`src/rtl/companion_pkg.sv`:
```
// companion_pkg: shared state encoding and action indices for the companion action arbiter
package companion_pkg;
  localparam int NUM_ACTIONS = 3;
  localparam int ACT_FEED = 0;
  localparam int ACT_PLAY = 1;
  localparam int ACT_CLEAN = 2;
  typedef enum logic [1:0] {IDLE, ISSUE, COOLDOWN} state_t;
endpackage

```
`src/rtl/companion_rr_select.sv`:
```
// companion_rr_select: combinational round-robin pick; ports: req (requests), ptr (last granted index), grant (one-hot)
module companion_rr_select
  import companion_pkg::*;
(
  input  logic [NUM_ACTIONS-1:0] req,
  input  logic [1:0]             ptr,
  output logic [NUM_ACTIONS-1:0] grant
);
  always_comb
    grant = (ptr == 2'(ACT_FEED)) ? (req[ACT_PLAY]  ? 3'b010 : req[ACT_CLEAN] ? 3'b100 : req[ACT_FEED]  ? 3'b001 : 3'b000)
          : (ptr == 2'(ACT_PLAY)) ? (req[ACT_CLEAN] ? 3'b100 : req[ACT_FEED]  ? 3'b001 : req[ACT_PLAY]  ? 3'b010 : 3'b000)
          :                         (req[ACT_FEED]  ? 3'b001 : req[ACT_PLAY]  ? 3'b010 : req[ACT_CLEAN] ? 3'b100 : 3'b000);
endmodule

```
`src/rtl/companion_action_arbiter.sv`:
```
// companion_action_arbiter: grants feed/play/clean requests round-robin with a post-action cooldown
//   clk, rst (async active-low); req[2:0] level requests; alive companion health flag
//   ack[2:0] one-hot acknowledge; denied drop flag; feed/play/clean_up action pulses; busy not-idle
//   COMPANION_ARB_STATS_EN adds saturating 16-bit feed_count/play_count/clean_count
module companion_action_arbiter
  import companion_pkg::*;
#(
  parameter int unsigned COOLDOWN_CYCLES = 125_000_000
) (
  input  logic                   clk,
  input  logic                   rst,
  input  logic [NUM_ACTIONS-1:0] req,
  input  logic                   alive,
  output logic [NUM_ACTIONS-1:0] ack,
  output logic                   denied,
  output logic                   feed,
  output logic                   play,
  output logic                   clean_up,
  output logic                   busy
`ifdef COMPANION_ARB_STATS_EN
  ,
  output logic [15:0]            feed_count,
  output logic [15:0]            play_count,
  output logic [15:0]            clean_count
`endif
);
  state_t state, state_nx;
  logic [31:0] cnt, cnt_nx;
  logic [1:0] ptr, ptr_nx;
  logic [NUM_ACTIONS-1:0] sel, sel_nx, grant;
  logic deny, deny_nx, act;
  companion_rr_select u_sel (.req(req), .ptr(ptr), .grant(grant));
  always_comb begin
    state_nx = state;
    cnt_nx = cnt;
    ptr_nx = ptr;
    sel_nx = sel;
    deny_nx = deny;
    unique case (state)
      IDLE:
        if (grant != '0) begin
          state_nx = ISSUE;
          sel_nx = grant;
          deny_nx = ~alive;
          ptr_nx = grant[ACT_PLAY] ? 2'(ACT_PLAY) : grant[ACT_CLEAN] ? 2'(ACT_CLEAN) : 2'(ACT_FEED);
        end
      ISSUE:
        if (deny || COOLDOWN_CYCLES == 0) state_nx = IDLE;
        else begin
          state_nx = COOLDOWN;
          cnt_nx = 32'(COOLDOWN_CYCLES);
        end
      COOLDOWN: begin
        cnt_nx = cnt - 32'd1;
        state_nx = (cnt == 32'd1) ? IDLE : COOLDOWN;
      end
      default: state_nx = IDLE;
    endcase
  end
  always_ff @(posedge clk or negedge rst)
    if (!rst) begin
      state <= IDLE;
      cnt <= '0;
      ptr <= 2'(ACT_CLEAN);
      sel <= '0;
      deny <= 1'b0;
    end else begin
      state <= state_nx;
      cnt <= cnt_nx;
      ptr <= ptr_nx;
      sel <= sel_nx;
      deny <= deny_nx;
    end
  assign act = (state == ISSUE) & ~deny;
  assign ack = (state == ISSUE) ? sel : '0;
  assign denied = (state == ISSUE) & deny;
  assign feed = act & sel[ACT_FEED];
  assign play = act & sel[ACT_PLAY];
  assign clean_up = act & sel[ACT_CLEAN];
  assign busy = state != IDLE;
`ifdef COMPANION_ARB_STATS_EN
  always_ff @(posedge clk or negedge rst)
    if (!rst) begin
      feed_count <= '0;
      play_count <= '0;
      clean_count <= '0;
    end else begin
      if (feed && feed_count != 16'hFFFF) feed_count <= feed_count + 16'd1;
      if (play && play_count != 16'hFFFF) play_count <= play_count + 16'd1;
      if (clean_up && clean_count != 16'hFFFF) clean_count <= clean_count + 16'd1;
    end
`endif
endmodule

```
`config.mk`:
```
export PLATFORM = sky130hd
export DESIGN_NAME = companion_action_arbiter
export DESIGN_NICKNAME = d
export VERILOG_FILES = /design/src/rtl/companion_pkg.sv /design/src/rtl/companion_rr_select.sv /design/src/rtl/companion_action_arbiter.sv
export SDC_FILE = /design/constraint.sdc
export NUM_CORES = 1
export LEC_CHECK = 0
export ABC_AREA = 1
export BUFFER_PORTS_ARGS = -buffer_cell sky130_fd_sc_hd__buf_4
export CAP_MARGIN = 20
export CORE_MARGIN = 2
export CORE_UTILIZATION = 61
export CTS_BUF_LIST = sky130_fd_sc_hd__clkbuf_2
export DETAILED_ROUTE_END_ITERATION = 8
export GPL_TIMING_DRIVEN = 0
export PLACE_DENSITY = 0.85
export SLEW_MARGIN = 20
export SYNTH_ARGS = -nofsm -noshare
export SYNTH_HDL_FRONTEND = slang
export SYNTH_HIERARCHICAL = 1
export SYNTH_SLANG_ARGS = --single-unit
```
`constraint.sdc`:
```
create_clock -name clk -period 3.1 [get_ports clk]
set_input_delay 0.31 -clock clk [delete_from_list [all_inputs] [get_ports clk]]
set_output_delay 0.31 -clock clk [all_outputs]
set_load 0.005 [all_outputs]
```
==> results_dict.tcl, run 1 <==
set metrics [dict create \
    status "finished clean" \
    avgSynthCellArea_um2 6.84 \
    cts-buffers-inserted 5 \
    die_h_um 66.4 \
    htree_levels 2 \
    dr.pass1.iters 4 \
    core_area_um2 3690 \
    areaGrowthSynthToFinish_pct 8.75 \
    tns_ns 0 \
    top_layer "met4" \
    yosysMostFrequentCell "nand2_1" \
    slowest_stage "dfrtp_1" \
    grt_pass1_wl_um 9160 \
    grt_util_all_layers 0.274 \
    wire_per_inst_um 12.6 \
    dieArea_um2 4410 \
    synth_cell_types 29 \
    routed_wirelength_um 5240 \
    wl_met1_um 2400 \
    place_ws_ns 1.44 \
    synth_seq_area_share 0.412 \
    clkSinkCount 39 \
    relSlewSlack 0.683 \
    start_util 0.643 \
    synthTopCellsByCount "86 x nand2_1, 64 x nor2_1, 46 x inv_1" \
    nNetsFinal 376 \
    r2r-start "cnt[0]" \
    synthesis.nets 355 \
    slew_viol_final 0 \
    cp-start-kind "flop" \
    vias 2243 \
    grt_pass1_vias 2142 \
    ff2ff_path_depth 9 \
    crit_chain "nor2_1 -> nand2_1 -> buf_2 -> buf_2 -> nor2_1 -> buf_4" \
    synth_edf_count 0 \
    period_needed_ns 2.15 \
    synth.cell_area_um2 2370 \
    io_buffers 13 \
    gp_congestion 0.895 \
    clk_latency_ns 0.42 \
    cp_top_family "buffers and inverters" \
    ys.warnings.count 6 \
    worst_pin_slew_ns 0.476 \
    netlist_top_cells_area "dfrtp_1 40%, nand2_1 14%, nor2_1 10%" \
    cp_max_fo 10 \
    clock_skew_ns 0.0194 \
    timing.final.crit_share 0.694 \
    rsz0062_at_grt "false" \
    cts_tree "built" \
    path_buf_inv 3 \
    r2r_end "cnt[26]" \
    antenna_found_initial 0 \
    cp.required_ns 2.79 \
    critical_path_class "reg2out" \
    end_kind "output port" \
    peakVddDrop_v 0.000506 \
    endpoint "clean_up" \
    startpoint "state[1]" \
    cts.clk_slew.worst_paths_ns 0.19 \
    cpPeakStageDelay_ns 0.46 \
    clock.fmax_mhz 465 \
    synth_ff_type "dfrtp_1" \
    cts_max_path_buffers 2 \
    grt_start_max_net_pins 40 \
    p_per_area_nw_per_um2 617 \
    syn_inst 347 \
    setup_viol 0 \
    overflow 0 \
    io_pins 14 \
    finalHoldViolations 0 \
    ant_nets 0 \
    root_buffer "clkbuf_2" \
    cp.depth 6 \
    diodes 0 \
    num_rows 22 \
    async_flop_share 1.00 \
    via_per_inst 5.38 \
    r2r_slack_ns 1.43 \
    die_w_um 66.4 \
    post-route-util 0.700 \
    cp_data_arrival_time_ns 1.84 \
    drv_cap 0 \
    route.detailed.drc 0 \
    ys_ff_latch 39 \
    dpl.hpwl_um 4050 \
    p_leak_nw 1.19 \
    met3WireLength_um 303 \
    cts.repair.resized 0 \
    wl_met2_um 2440 \
    finalWorstSetupSlack_ns 0.950 \
    fillCellCount 323 \
    synth_top_area_share 0.401 \
    yosys.area.top_type "dfrtp_1" \
    drive_above_1_share 0.130 \
    hold_class "in2reg" \
    drtIter0Drc 204 \
]
worst reg2reg max path, stage by stage, from the launching register on:
cell and delay (ns):
dfrtp_1 0.42, inv_1 0.10, ha_1 0.22, nand3_1 0.19, nor2_4 0.18, nand3_2 0.13, nor2_4 0.16, nand3_1 0.08
nand2_1 0.07, inv_1 0.03
where the power goes:
group	internal [mW]	total (mW)	switching, mW	leakage [nW]
clock	0.0615	0.232	0.170	0.0330
sequential	0.618	0.710	0.0913	0.458
combinational	0.210	0.650	0.441	0.695
total	0.889	1.59	0.702	1.19
logic make-up (layout without fill, tap and decap cells):
kind of cell               count (synthesis)  after routing  share of synthesized area
and+or+nand+nor                          216            216                      0.410
buffers and inverters                     55             77                     0.0901
DFF                                       39             39                      0.412
AOI/OAI and AO/OA                         35             35                     0.0775
adders and majority gates                  2              2                     0.0105
cells in the final DEF, fill, tap and decap left out, types with 3 or more instances in the layout:
| cell type | n |
|---|---|
| nand2_1 | 86 |
| nor2_1 | 64 |
| inv_1 | 46 |
| dfrtp_1 | 38 |
| nand3_1 | 31 |
| o21ai_0 | 24 |
| buf_4 | 14 |
| clkbuf_2 | 7 |
| nor2_2 | 6 |
| o21ai_1 | 6 |
| nor2_4 | 5 |
| inv_2 | 5 |
| nand4_1 | 5 |
| nor3_1 | 4 |
| nand2_2 | 3 |
| nand3b_1 | 3 |
| nand3_2 | 3 |
through the flow:
step	instances	cell area, um^2	total power [mW]	hold slack [ns]
2_1_floorplan	347	2370	1.16	0.0144
3_3_place_gp	408	2530	1.34	0.305
3_5_place_dp	408	2530	1.37	0.307
4_1_cts	417	2580	1.59	0.0258
5_1_grt	417	2580	1.72	0.0116
6_report	417	2580	1.59	0.0317
flip-flops by register name, indices dropped and copies added, names as in the netlist:
register	count
cnt	32
deny	1
ptr	2
sel	2
state	2
worst min-delay path by stage:
stage / start / endpoint / slack (ns) / cells after the start
2_1_floorplan: rst / cnt[0] / 0.01 / 0
3_3_place_gp: rst / cnt[6] / 0.31 / 1
3_5_place_dp: rst / cnt[6] / 0.31 / 1
4_1_cts: alive / deny / 0.03 / 2
5_1_grt: alive / deny / 0.01 / 2
6_report: alive / deny / 0.03 / 2
area by class of cell:
cell class                      instances  area, um^2  share of cell area
Clock inverter                          1        5.00             0.00194
Timing Repair Buffer                   14         108              0.0417
Tap cell                               48        60.1              0.0233
Buffer                                  3        17.5             0.00679
Inverter                               52         196              0.0761
Sequential cell                        39         977               0.379
Clock buffer                            7        35.0              0.0136
Multi-Input combinational cell        253        1180               0.458
what timing repair did:
action | 4_1_cts | 5_1_grt
buffers inserted | 0 | 0
hold buffers | 1 | 0
endpoints found under the hold margin | 38 | 0
routing by layer:
layer  track usage  vias to the layer above
li1              -                     1135
met1         0.356                     1038
met2         0.450                       60
met3        0.0579                       10
met4        0.0969                        0
met5             0                        -
No activity file was read; power rests on OpenSTA's default activity.
==> run 2, diff against run 1 <==
- CORE_UTILIZATION: 61 -> 57
- PLACE_DENSITY: 0.85 -> 0.83
- clock period: 3.1 -> 1.9 ns (I/O delays scaled with it)
==> run 2 against run 1 <==
Net effect: register-to-register slack worse by 1.2 ns; sequential share of layout area down 0.47 points; final cell count up 0.72%; largest power group unchanged.
==> results_dict.tcl, run 2 (same netlist as run 1, synthesis figures left out) <==
set metrics [dict create \
    end_kind "flop" \
    io_pins 14 \
    largest-register "cnt" \
    via_per_inst 5.29 \
    critical_path_class "reg2reg" \
    gp_congestion 0.937 \
    fillCellCount 354 \
    cts-buffers-inserted 5 \
    cp.depth 9 \
    cts.clk_slew.worst_paths_ns 0.20 \
    slowest_stage "dfrtp_1" \
    vias 2222 \
    clock_skew_ns 0.0183 \
    clkSinkCount 39 \
    slew_viol_final 0 \
    peakVddDrop_v 0.000816 \
    die_w_um 68.5 \
    drtIter0Drc 146 \
    p_sw_frac 0.438 \
    final_cell_mix "85 x nand2_1, 63 x nor2_1, 46 x inv_1" \
    status "finished clean" \
    worst_pin_slew_ns 0.483 \
    cts_tree "built" \
    drive_above_1_share 0.135 \
    dieArea_um2 4700 \
    cp.required_ns 2.22 \
    p_seq_frac 0.440 \
    cts_max_path_buffers 2 \
    postPlaceCellArea_um2 2530 \
    cp_top_family "simple AND/OR/NAND/NOR gates" \
    internal_power_mw 1.48 \
    routed_wirelength_um 5230 \
    hold_class "in2reg" \
    largest_reg_flops 32 \
    design_area_um2 2610 \
    finalWorstSetupSlack_ns 0.238 \
    tns_ns 0 \
    period_needed_ns 1.66 \
    root_buffer "clkbuf_2" \
    cp_max_fo 4 \
    pwr-share-comb 0.418 \
    start_util 0.593 \
    finalHoldViolations 0 \
    r2r_end "cnt[26]" \
    cp_data_arrival_time_ns 1.98 \
    antenna_found_initial 0 \
    dpl.hpwl_um 3940 \
    min_from "req[2]" \
    die_h_um 68.5 \
    grt_util_all_layers 0.250 \
    grt_start_max_net_pins 40 \
    rsz0062_at_grt "false" \
    grt_pass1_vias 1898 \
    holdWs_ns 0.112 \
    areaGrowthSynthToFinish_pct 10.1 \
    p_per_area_nw_per_um2 1010 \
    clk_latency_ns 0.41 \
    power_switching_mw 1.15 \
    timing.final.crit_share 0.875 \
    num_rows 23 \
    crit_chain "inv_1 -> ha_1 -> nand3_1 -> nor2_4 -> nand3_2 -> nor2_4 -> nand3_1 -> nand2_1 -> inv_1" \
    io_buffers 13 \
    wire_per_inst_um 12.5 \
    final_common_cell "nand2_1" \
    setup_viol 0 \
    dr.pass1.iters 4 \
    grt_pass1_wl_um 8660 \
    htree_levels 2 \
    cp-start-kind "flop" \
    overflow 0 \
    post-route-util 0.653 \
    nNetsFinal 377 \
    endpoint "cnt[26]" \
    route.detailed.drc 0 \
    power_frac_clock 0.141 \
    ff2ff_path_depth 9 \
    r2r-start "cnt[1]" \
    place_ws_ns 0.272 \
    core_area_um2 4000 \
    drv_cap 0 \
    relSlewSlack 0.678 \
    diodes 0 \
    cpPeakStageDelay_ns 0.42 \
    r2r_slack_ns 0.24 \
    path_buf_inv 2 \
    ant_nets 0 \
    p_leak_nw 1.20 \
    clock.fmax_mhz 602 \
    startpoint "cnt[1]" \
]
run 2: cell types whose count changed in the layout (fill, tap and decap cells not counted):
cell,previous run,this run
nor2_4,5,6
nand2_1,86,85
nand2_4,0,1
buf_2,2,0
dlygate4sd3_1,1,2
buf_4,14,16
nor2_1,64,63
run 2: area by class of cell:
cell class | count | area (um^2) | area share
Timing Repair Buffer | 17 | 133 | 0.0507
Sequential cell | 39 | 977 | 0.374
Clock inverter | 1 | 5.00 | 0.00191
Buffer | 1 | 7.51 | 0.00287
Inverter | 52 | 196 | 0.0752
Clock buffer | 7 | 35.0 | 0.0134
Multi-Input combinational cell | 253 | 1200 | 0.458
Tap cell | 50 | 62.6 | 0.0239
run 2: how the worst min path moves through the flow:
stage	to	slack (ns)	depth (start not counted)
finish	ptr[1]	0.11	5
global route	ptr[1]	0.10	5
CTS	ptr[1]	0.09	5
detailed placement	cnt[5]	0.19	1
global placement	cnt[5]	0.19	1
floorplan	cnt[0]	-0.11	0
run 2: through the flow:
| stage | total power, mW | cells |
|---|---|---|
| after global routing | 2.85 | 420 |
| after detailed placement | 2.22 | 410 |
| after CTS | 2.63 | 421 |
| after global placement | 2.19 | 410 |
| after floorplan | 1.90 | 347 |
| final | 2.63 | 420 |
run 2: power by group through the flow:
stage,clock [mW],combinational [mW],sequential (mW)
floorplan,0,0.764,1.14
global placement,0,1.02,1.17
detailed placement,0,1.05,1.17
CTS,0.383,1.09,1.15
global route,0.417,1.25,1.18
finish,0.371,1.10,1.16
run 2: timing repair:
| item | CTS | global route |
|---|---|---|
| setup endpoints to repair | 3 | 3 |
| buffers inserted | 1 | 1 |
| gates resized for setup | 3 | 3 |
| cloned | 0 | 0 |
| hold buffers | 2 | 0 |
| hold endpoints to repair | 39 | 0 |
| pin swaps | 0 | 2 |
run 2: per-layer routing:
layer	vias to the layer above	GRT usage	wire length (um)
li1	1137	-	-
met1	1024	0.348	2510
met2	49	0.374	2390
met3	12	0.0666	243
met4	0	0.0925	97
met5	-	0	0
run 2: worst register-to-register path, stage by stage, from the launching register on:
cell	delay (ns)
dfrtp_1	0.42
inv_1	0.10
ha_1	0.21
nand3_1	0.17
nor2_4	0.18
nand3_2	0.14
nor2_4	0.16
nand3_1	0.08
nand2_1	0.08
inv_1	0.04
==> run 3, diff against run 2 <==
- CORE_ASPECT_RATIO: not set -> 1.75
==> run 3 against run 2 <==
Net effect: die area up 0.43%; setup slack worse by 0.098 ns; first-iteration DRC count down 51%; global-route usage up 1.4 points; clock-buffer cell count down 1; combinational power about the same; sequential power about the same; final cell count down 0.24%; routed wire length up 4.3%; critical path depth down 3; non-clock buffer count unchanged; highest routed layer unchanged.
==> results_dict.tcl, run 3 (same netlist as run 1, synthesis figures left out) <==
set metrics [dict create \
    finalHoldViolations 0 \
    dieArea_um2 4720 \
    end_kind "output port" \
    htree_levels 2 \
    cts.clk_slew.worst_paths_ns 0.18 \
    nNetsFinal 377 \
    rsz0062_at_grt "false" \
    clkSinkCount 39 \
    period_needed_ns 1.76 \
    core_area_um2 4070 \
    final_cell_mix "85 x nand2_1, 63 x nor2_1, 46 x inv_1" \
    dr.pass1.iters 4 \
    die_w_um 52.8 \
    p_per_area_nw_per_um2 1010 \
    cp-start-kind "flop" \
    cp_max_fo 12 \
    ant_nets 0 \
    clock.fmax_mhz 568 \
    io_buffers 13 \
    clock_skew_ns 0.0170 \
    status "finished clean" \
    grt_pass1_wl_um 9090 \
    postPlaceCellArea_um2 2530 \
    antenna_found_initial 0 \
    wire_per_inst_um 13.0 \
    slew_viol_final 0 \
    diodes 0 \
    vias 2204 \
    route.detailed.drc 0 \
    routed_wirelength_um 5460 \
    overflow 0 \
    cts-buffers-inserted 5 \
    drv_cap 0 \
    drive_above_1_share 0.130 \
    setup_viol 0 \
    die_h_um 89.4 \
    relSlewSlack 0.672 \
    hold_class "in2reg" \
    io_pins 14 \
    cts_tree "built" \
    grt_pass1_vias 2041 \
    largest-register "cnt" \
    peakVddDrop_v 0.000989 \
    dpl.hpwl_um 4230 \
    tns_ns 0 \
    post-route-util 0.641 \
    num_rows 31 \
    cp_data_arrival_time_ns 1.57 \
    root_buffer "clkbuf_2" \
    design_area_um2 2610 \
    largest_reg_flops 32 \
    clk_latency_ns 0.41 \
    critical_path_class "reg2out" \
    drtIter0Drc 71 \
    grt_util_all_layers 0.264 \
    areaGrowthSynthToFinish_pct 9.96 \
    grt_start_max_net_pins 40 \
    p_leak_nw 1.20 \
    power_mw 2.63 \
    gp_congestion 0.900 \
    via_per_inst 5.26 \
    worst_pin_slew_ns 0.491 \
    start_util 0.583 \
    cp.required_ns 1.71 \
    cts_max_path_buffers 2 \
    final_common_cell "nand2_1" \
    timing.final.crit_share 0.926 \
]
==> run 3: layer usage <==
| metal | share of wire | routed length, um | global-route usage |
|---|---|---|---|
| met1 | 0.41 | 2240 | 0.290 |
| met3 | 0.023 | 123 | 0.0418 |
| met5 | 0 | 0 | 0 |
| met4 | 0.042 | 227 | 0.135 |
| met2 | 0.52 | 2860 | 0.475 |
==> run 3: area by class of cell <==
class | instances | area, um^2
Clock inverter | 2 | 7.51
Tap cell | 49 | 61.3
Clock buffer | 6 | 30.0
Fill cell | 398 | 1460
Multi-Input combinational cell | 253 | 1200
Buffer | 2 | 15.0
Sequential cell | 39 | 977
Timing Repair Buffer | 16 | 125
Inverter | 52 | 196
==> run 3: timing repair <==
| item | 4_1_cts | 5_1_grt |
|---|---|---|
| hold endpoints to repair | 39 | 0 |
| pin swaps | 0 | 1 |
| buffers inserted | 1 | 0 |
| setup endpoints to repair | 3 | 3 |
| hold buffers | 2 | 0 |
| resized for setup | 3 | 3 |
| cloned | 0 | 0 |
==> run 3: critical path, stage by stage (launching register included) <==
cell and delay (ns):
dfrtp_1 0.38, inv_1 0.09, nor2_4 0.16, nand2_4 0.13, buf_4 0.20, nor2_1 0.10, buf_4 0.11
==> run 3: per-stage QoR <==
stage | hold WS (ns) | std cells | setup WS (ns)
2_1_floorplan | -0.106 | 347 | 0.470
3_3_place_gp | 0.185 | 409 | 0.280
3_5_place_dp | 0.192 | 409 | 0.246
4_1_cts | 0.140 | 420 | 0.0271
5_1_grt | 0.152 | 419 | 0.0139
6_report | 0.147 | 419 | 0.140
==> run 3: worst paths after layout <==
path                       startpoint  endpoint  slack (ns)  cells after the start
min in group asynchronous         rst    cnt[6]        0.24                      2
max in group asynchronous         rst    ptr[1]        1.26                      2
setup / recovery             state[0]  clean_up        0.14                      6
setup reg to reg               cnt[0]   cnt[26]        0.21                      9
hold reg to reg                ptr[1]    ptr[1]        0.53                      2
hold / removal                 req[2]    ptr[1]        0.15                      5
==> run 3: power by group <==
group | total, mW | internal [mW] | switching (mW) | leakage (nW)
clock | 0.362 | 0.0885 | 0.273 | 0.0281
sequential | 1.16 | 1.01 | 0.147 | 0.458
combinational | 1.11 | 0.366 | 0.747 | 0.712
